`src/rtl/sha_w_stream_if.sv`:
```
`default_nettype none
// ============================================================================
//  Module   : sha_w_stream_if
//  Purpose  : Block-load and schedule-word handshake bundle for sha_w_stream.
//  Revision : 1.0 - initial release
// ============================================================================
interface sha_w_stream_if #(
    parameter int WORD_S = 32
) ();
    logic [16*WORD_S-1:0] M;
    logic                 in_valid;
    logic                 in_ready;
    logic [WORD_S-1:0]    w_out;
    logic [6:0]           w_idx;
    logic                 w_valid;
    logic                 w_ready;
    logic                 w_last;

    modport master (
        output M, in_valid, w_ready,
        input  in_ready, w_out, w_idx, w_valid, w_last
    );

    modport slave (
        input  M, in_valid, w_ready,
        output in_ready, w_out, w_idx, w_valid, w_last
    );
endinterface
`default_nettype wire

```
`src/rtl/sha_w_stream.sv`:
```
`default_nettype none
// ============================================================================
//  Module   : sha_w_stream
//  Purpose  : Streaming SHA-256/512 message schedule with a 16-word window.
//  Revision : 1.0 - initial release
// ============================================================================
module sha_w_stream #(
    parameter int WORD_S = 32,
    parameter int ROUNDS = 64
) (
    input  wire logic       clk,
    input  wire logic       reset,
    sha_w_stream_if.slave   bus
);

    localparam logic [6:0] c_LAST_IDX = 7'(ROUNDS - 1);

    typedef enum logic [0:0] {
        S_IDLE = 1'b0,
        S_RUN  = 1'b1
    } state_t;

    state_t            r_state;
    logic [WORD_S-1:0] r_win [16];
    logic [6:0]        r_t;
    logic              r_in_ready;
    logic              r_w_valid;
    logic              r_w_last;

    logic [WORD_S-1:0] w_sig0;
    logic [WORD_S-1:0] w_sig1;
    logic [WORD_S-1:0] w_next;

    // sig0 acts on W[t+1] (win[1]), sig1 on W[t+14] (win[14])
    generate
        if (WORD_S == 64) begin : g_sig64
            assign w_sig0 = {r_win[1][0],     r_win[1][63:1]}
                          ^ {r_win[1][7:0],   r_win[1][63:8]}
                          ^ (r_win[1] >> 7);
            assign w_sig1 = {r_win[14][18:0], r_win[14][63:19]}
                          ^ {r_win[14][60:0], r_win[14][63:61]}
                          ^ (r_win[14] >> 6);
        end else begin : g_sig32
            assign w_sig0 = {r_win[1][6:0],   r_win[1][31:7]}
                          ^ {r_win[1][17:0],  r_win[1][31:18]}
                          ^ (r_win[1] >> 3);
            assign w_sig1 = {r_win[14][16:0], r_win[14][31:17]}
                          ^ {r_win[14][18:0], r_win[14][31:19]}
                          ^ (r_win[14] >> 10);
        end
    endgenerate

    assign w_next = w_sig1 + r_win[9] + w_sig0 + r_win[0];

    always_ff @(posedge clk) begin
        if (!reset) begin
            r_state    <= S_IDLE;
            r_t        <= '0;
            r_in_ready <= 1'b1;
            r_w_valid  <= 1'b0;
            r_w_last   <= 1'b0;
            for (int i = 0; i < 16; i++) begin
                r_win[i] <= '0;
            end
        end else begin
            case (r_state)
                S_IDLE: begin
                    if (bus.in_valid) begin
                        for (int i = 0; i < 16; i++) begin
                            r_win[i] <= bus.M[(16-i)*WORD_S-1 -: WORD_S];
                        end
                        r_t        <= '0;
                        r_state    <= S_RUN;
                        r_in_ready <= 1'b0;
                        r_w_valid  <= 1'b1;
                        r_w_last   <= 1'b0;
                    end
                end
                S_RUN: begin
                    if (bus.w_ready) begin
                        if (r_t == c_LAST_IDX) begin
                            r_state    <= S_IDLE;
                            r_t        <= '0;
                            r_in_ready <= 1'b1;
                            r_w_valid  <= 1'b0;
                            r_w_last   <= 1'b0;
                        end else begin
                            for (int i = 0; i < 15; i++) begin
                                r_win[i] <= r_win[i+1];
                            end
                            r_win[15] <= w_next;
                            r_t       <= r_t + 7'd1;
                            r_w_last  <= (r_t == c_LAST_IDX - 7'd1);
                        end
                    end
                end
                default: begin
                    r_state <= S_IDLE;
                end
            endcase
        end
    end

    assign bus.in_ready = r_in_ready;
    assign bus.w_valid  = r_w_valid;
    assign bus.w_last   = r_w_last;
    assign bus.w_idx    = r_t;
    assign bus.w_out    = r_win[0];

endmodule
`default_nettype wire

```
`src/flat_wrapper.sv`:
```
// flat-port wrapper written by rule: the top's interface ports become plain ports
module sha_w_stream_flat 
#(
    parameter int WORD_S = 32,
    parameter int ROUNDS = 64
)
  (clk, reset, bus_M, bus_in_valid, bus_w_ready, bus_in_ready, bus_w_out, bus_w_idx, bus_w_valid, bus_w_last);
  sha_w_stream_if #(.WORD_S(WORD_S)) bus_i ();
  input  wire logic clk;
  input  wire logic reset;
  input wire logic [$bits(bus_i.M)-1:0] bus_M;
  input wire logic [$bits(bus_i.in_valid)-1:0] bus_in_valid;
  input wire logic [$bits(bus_i.w_ready)-1:0] bus_w_ready;
  output wire logic [$bits(bus_i.in_ready)-1:0] bus_in_ready;
  output wire logic [$bits(bus_i.w_out)-1:0] bus_w_out;
  output wire logic [$bits(bus_i.w_idx)-1:0] bus_w_idx;
  output wire logic [$bits(bus_i.w_valid)-1:0] bus_w_valid;
  output wire logic [$bits(bus_i.w_last)-1:0] bus_w_last;
  assign bus_i.M = bus_M;
  assign bus_i.in_valid = bus_in_valid;
  assign bus_i.w_ready = bus_w_ready;
  assign bus_in_ready = bus_i.in_ready;
  assign bus_w_out = bus_i.w_out;
  assign bus_w_idx = bus_i.w_idx;
  assign bus_w_valid = bus_i.w_valid;
  assign bus_w_last = bus_i.w_last;
  sha_w_stream #(.WORD_S(WORD_S), .ROUNDS(ROUNDS)) u_core (.clk(clk), .reset(reset), .bus(bus_i));
endmodule
```
`config.mk`:
```
export PLATFORM = sky130hd
export DESIGN_NAME = sha_w_stream_flat
export DESIGN_NICKNAME = d
export VERILOG_FILES = /design/src/rtl/sha_w_stream_if.sv /design/src/rtl/sha_w_stream.sv /design/src/flat_wrapper.sv
export SDC_FILE = /design/constraint.sdc
export NUM_CORES = 1
export LEC_CHECK = 0
export ABC_AREA = 0
export CORE_UTILIZATION = 40
export CTS_CLUSTER_DIAMETER = 200
export DETAILED_ROUTE_END_ITERATION = 6
export DONT_BUFFER_PORTS = 1
export PLACE_DENSITY = 0.61
export SYNTH_ARGS = -nofsm -noshare
export SYNTH_HDL_FRONTEND = slang
export SYNTH_SLANG_ARGS = --single-unit
```
`constraint.sdc`:
```
create_clock -name clk -period 10.2 [get_ports clk]
set_input_delay 1.53 -clock clk [delete_from_list [all_inputs] [get_ports clk]]
set_output_delay 1.53 -clock clk [all_outputs]
set_load 0.03 [all_outputs]
```
; Word-level counts from Yosys, hierarchy flattened
; Memories as Yosys holds them, arrays and structs flattened.
; Index checks and enable logic that the tools add are counted.
[totals]
memories = 1
mem_bits_rw = 512
regBits = 11
elab_cells = 113
inputBits = 516
out_inout_bits = 42
latch_bits = 0
romBits = 0
[op_classes]
bitwise_logic = 37
n_addsub = 4
div_mod_pow = 0
n_shift = 0
n_reduce_logical = 2
n_lt_le_gt_ge = 0
n_eq_ne = 5
n_mul = 0
mux = 59
[memory_table]
columns = name, words, width, rd, rd_ports_with_merged_regs, wr, line_no
row1 = u_core.r_win, 16, 32, 16, 0, 16, sha_w_stream.sv:24  ; logic [WORD_S-1:0] r_win [16];
[ops]
columns = op, count
row1 = 32-bit two-way mux, 32
row2 = 32-bit adder, 3
row3 = 32-bit bitwise XOR, 2
row4 = 1-bit OR, 32
row5 = 32-bit by 22-bit bitwise XOR with 32-bit output, 1
row6 = 32-bit by 29-bit bitwise XOR with 32-bit output, 1
row7 = 7-bit two-way mux, 3
row8 = 1-bit two-way mux, 19
row9 = "7-bit by 6-bit == test with 1-bit output, second input constant", 2
row10 = 7-bit one-hot mux with 2 select lines, 1
row11 = 1-bit one-hot mux with 2 select lines, 4
row12 = "7-bit by 1-bit adder with 7-bit output, second input constant", 1
row13 = "2-bit != test, second input constant", 3
row14 = 3-bit AND reduction, 1
row15 = 2-bit AND reduction, 1
row16 = 1-bit NOT, 1

; Longest topological paths before layout
[logic_depth]
depth_word = 7
mapped_depth = 17
mapped_depth_nobuf = 17

; Worst setup path after synthesis
; No wires, ideal clock.
[synth_path]
path_kind = input to register
startpoint = input bus_w_ready
endpoint = memory u_core.r_win[0][0] (enable)
arrival_ps = 8070
required_ps = 7612
cell_stages = 5
setup_slack_ps = -458
path_buffers = 2
setup_ps = 2588
cell_sequence = nand2_1 > a21o_1 > clkbuf_1 > clkbuf_1 > nand3_1
[synth_rtl]
columns = item, line_no
row1 = "start, declared", flat_wrapper.sv:13  ; input wire logic [$bits(bus_i.w_ready)-1:0] bus_w_ready;
row2 = "end, declared", sha_w_stream.sv:24

==> impl_results.md <==
* Bufs and invs on worst path at 3
* Largest net degree at the start of global routing at 229
* Synth Flop Type: edfxtp_1
* Clock skew after layout at around 26 ps
* CP Capture Type: flop
* Min-delay worst type: flop to flop
* Mapped Area at 0.0275 mm2
* RePlAce Congestion at 0.992
* Tcrit/Tclk final at approximately 48%
* CTS root buf: clkbuf_16
* WS Path Type: flop to flop
* Commonest cells after routing, fill and taps aside: edfxtp_1, nand2_1, nor2_1, a21oi_1, a21boi_1
* First-pass GRT wire length at 139000 um
* Final Max Slew Viols at 0
* Crit path max fanout at 4
* Dpl cells at approximately 3200
* Max_slew headroom at roughly a tenth
* Resized Gates After CTS at 0
* Hold_ws at 533 ps
* Commonest non-fill, non-tap cell in the layout: edfxtp_1
* Worst slew pin tran at 1350 ps
* Syn nets at 3166
* Setup_tns at 0 ps
* Post-DP HPWL at 77500 um
* Detailed-route via count at 19204
* Initial Utilization at 40.7%
* Cell family with most CP delay: adder cells
* Total power at 7.61 mW
* Port buffer count at 0
* Worst Slack Setup Final at 5280 ps
* Cells after synthesis at 2555
* NumNets Final at 3045
* Die area at 0.0698 mm2
* Synth area leaders: edfxtp_1, nand2_1, nor2_1, fa_1, a21boi_1
* CTS Buf Count at 58
* Area leader, netlist: edfxtp_1
* DIE WIDTH at 264 um
* Final setup violating endpoints at 0
* Unrepaired setup endpoints after global routing: false
* Number of max-cap violations at 0
* Reg2Reg Setup Slack at 5280 ps
* Clock transition at path regs at around 60 ps
* Max stage delay on crit path at 500 ps
* Die H at 264 um
* VDD IR max at 152 uV
* Share of cells above drive strength 1 at 4.91%
* Arr. time, crit path at ~5300 ps
* Total GRT Usage at 28.3%
* Leakage at 11.6 nW
* Starting DRT DRC Count at 2029
* Worst endpoint required time at 10540 ps
* Post-DR wirelength/cell at 30.2 um
* H-tree levels at 2
* Row count at 95
* Slowest cell on the critical path: fa_1
* Ports at 558
* Drt pass-1 iters at 6
* Post-synth top area share at a little under three fifths
* Final cell count without fillers at 3363
* Post-synthesis cell type count at 66
* Async SR Flop Fraction at 0%
* CTS sink count at approximately 520
* Power per cell area at about 250 mW/mm2
* CTS max path bufs at 3
* Antenna violations before repair at 25
* Post-DRT Antenna Nets at 0
* Setup repair bufs after CTS at 0
* Post-CTS Hold Buffers at 0
* Worst skew pair latency at 630 ps
* Number of enable flip-flop cells after synthesis at 512
* Setup WS pre-CTS at approximately 5200 ps
* Routed WL at 102000 um
* Vias in the first global route at 19028
* DRC viols at 0
* Average cell area after synthesis at approximately 11 um2
* Sequential share of the synthesized area at 56.7%
* Synth Warn # at 0
* Critical Path, Cell by Cell: xnor2_1 > xnor2_1 > fa_1 > inv_1 > fa_1 > inv_1 > ha_1 > inv_1 > fa_1 > nor2b_1 > o2111ai_1 > a21oi_1 > o21ai_1 > a211oi_1 > o221ai_1 > xnor2_1 > o21ai_1
* Peak Freq at around 0.2 GHz
* Status: complete, no violations
* Area grow syn2layout at 8.74%
* Remaining Overflow, GRT at 0
* Final worst path period need at 4920 ps
* Vias per inst at 5.71
* Hold Vio Cnt, Final at 0
* Worst Setup Start Kind: flop
* TritonCTS clock tree: done
* Seq cells post-synth at ~520
* CORE AREA at 0.0675 mm2
==> power breakdown <==
| group | switching [mW] | total (mW) | internal, mW |
|---|---|---|---|
| combinational | 1.70 | 2.62 | 0.916 |
| clock | 0.916 | 2.19 | 1.28 |
| sequential | 0.178 | 2.80 | 2.62 |
| total | 2.79 | 7.61 | 4.81 |
==> path summary, 6_finish.rpt <==
check | end | cells past startpoint | start
max reg2reg | u_core.r_win[0][511] | 17 | u_core.r_win[0][51]
min reg2reg | u_core.r_win[0][316] | 1 | u_core.r_win[0][348]
min | u_core.r_win[0][316] | 1 | u_core.r_win[0][348]
max | u_core.r_win[0][511] | 17 | u_core.r_win[0][51]
==> through the flow <==
stage / utilization (%) / cell area, um2
2_1_floorplan: - / 27500
3_3_place_gp: 41.3 / 27900
3_5_place_dp: 41.3 / 27900
4_1_cts: 44.2 / 29900
5_1_grt: 44.3 / 29900
6_report: 44.3 / 29900
==> logic make-up after synthesis <==
family | after synthesis | share of synthesized area [%]
compound gates | 622 | 15.5
xor+xnor | 145 | 4.62
fa+ha+maj | 95 | 6.02
buf+inv | 348 | 5.27
flops | 523 | 56.7
mux | 1 | 0.0364
simple gates | 821 | 11.8
==> worst register-to-register path, cell delays in order, from the launching register on <==
cell and delay, ps:
edfxtp_1 490, xnor2_1 180, xnor2_1 410, fa_1 500, inv_1 90, fa_1 410
inv_1 90, ha_1 170, inv_1 70, fa_1 470, nor2b_1 190, o2111ai_1 180
a21oi_1 270, o21ai_1 180, a211oi_1 400, o221ai_1 210, xnor2_1 230, o21ai_1 80
==> flip-flops by register name, indices dropped and copies added, names as in the netlist <==
register,count
u_core.bus.w_valid,1
u_core.bus.in_ready,1
u_core.bus.w_last,1
u_core.bus.w_idx,7
u_core.r_win,512
u_core.r_state,1
==> synthesized netlist by cell type (all sizes together) (3+ instances only) <==
library cell	instances
a211oi	5
a21boi	164
a21o	10
a21oi	191
a221oi	3
a22o	131
a31oi	5
and2	18
buf	67
clkbuf	127
dfxtp	11
edfxtp	512
fa	62
ha	33
inv	154
nand2	408
nand2b	6
nand3	20
nand4	5
nor2	343
nor2b	6
nor3	6
o211ai	5
o21a	4
o21ai	74
o21bai	4
o22ai	4
o31ai	5
xnor2	121
xor2	24
==> routing by layer <==
metal	wire [um]	part of all wire (%)	up-vias	GRT usage, %
met5	196	0.19	-	0
met4	4470	4.4	32	11.6
met3	10200	10	192	9.36
met2	47600	47	941	45.6
met1	39000	38	9459	35.0
li1	-	-	8580	-
==> final cells by class <==
cell class | count | area [um2]
Multi-Input combinational cell | 1684 | 10500
Tap cell | 873 | 1090
Sequential cell | 523 | 15600
Antenna cell | 7 | 17.5
Clock buffer | 73 | 1580
Timing Repair Buffer | 13 | 148
Clock inverter | 36 | 388
Inverter | 154 | 578
Fill cell | 6423 | 37600
Note: power is estimated with default switching activity, not from simulation.
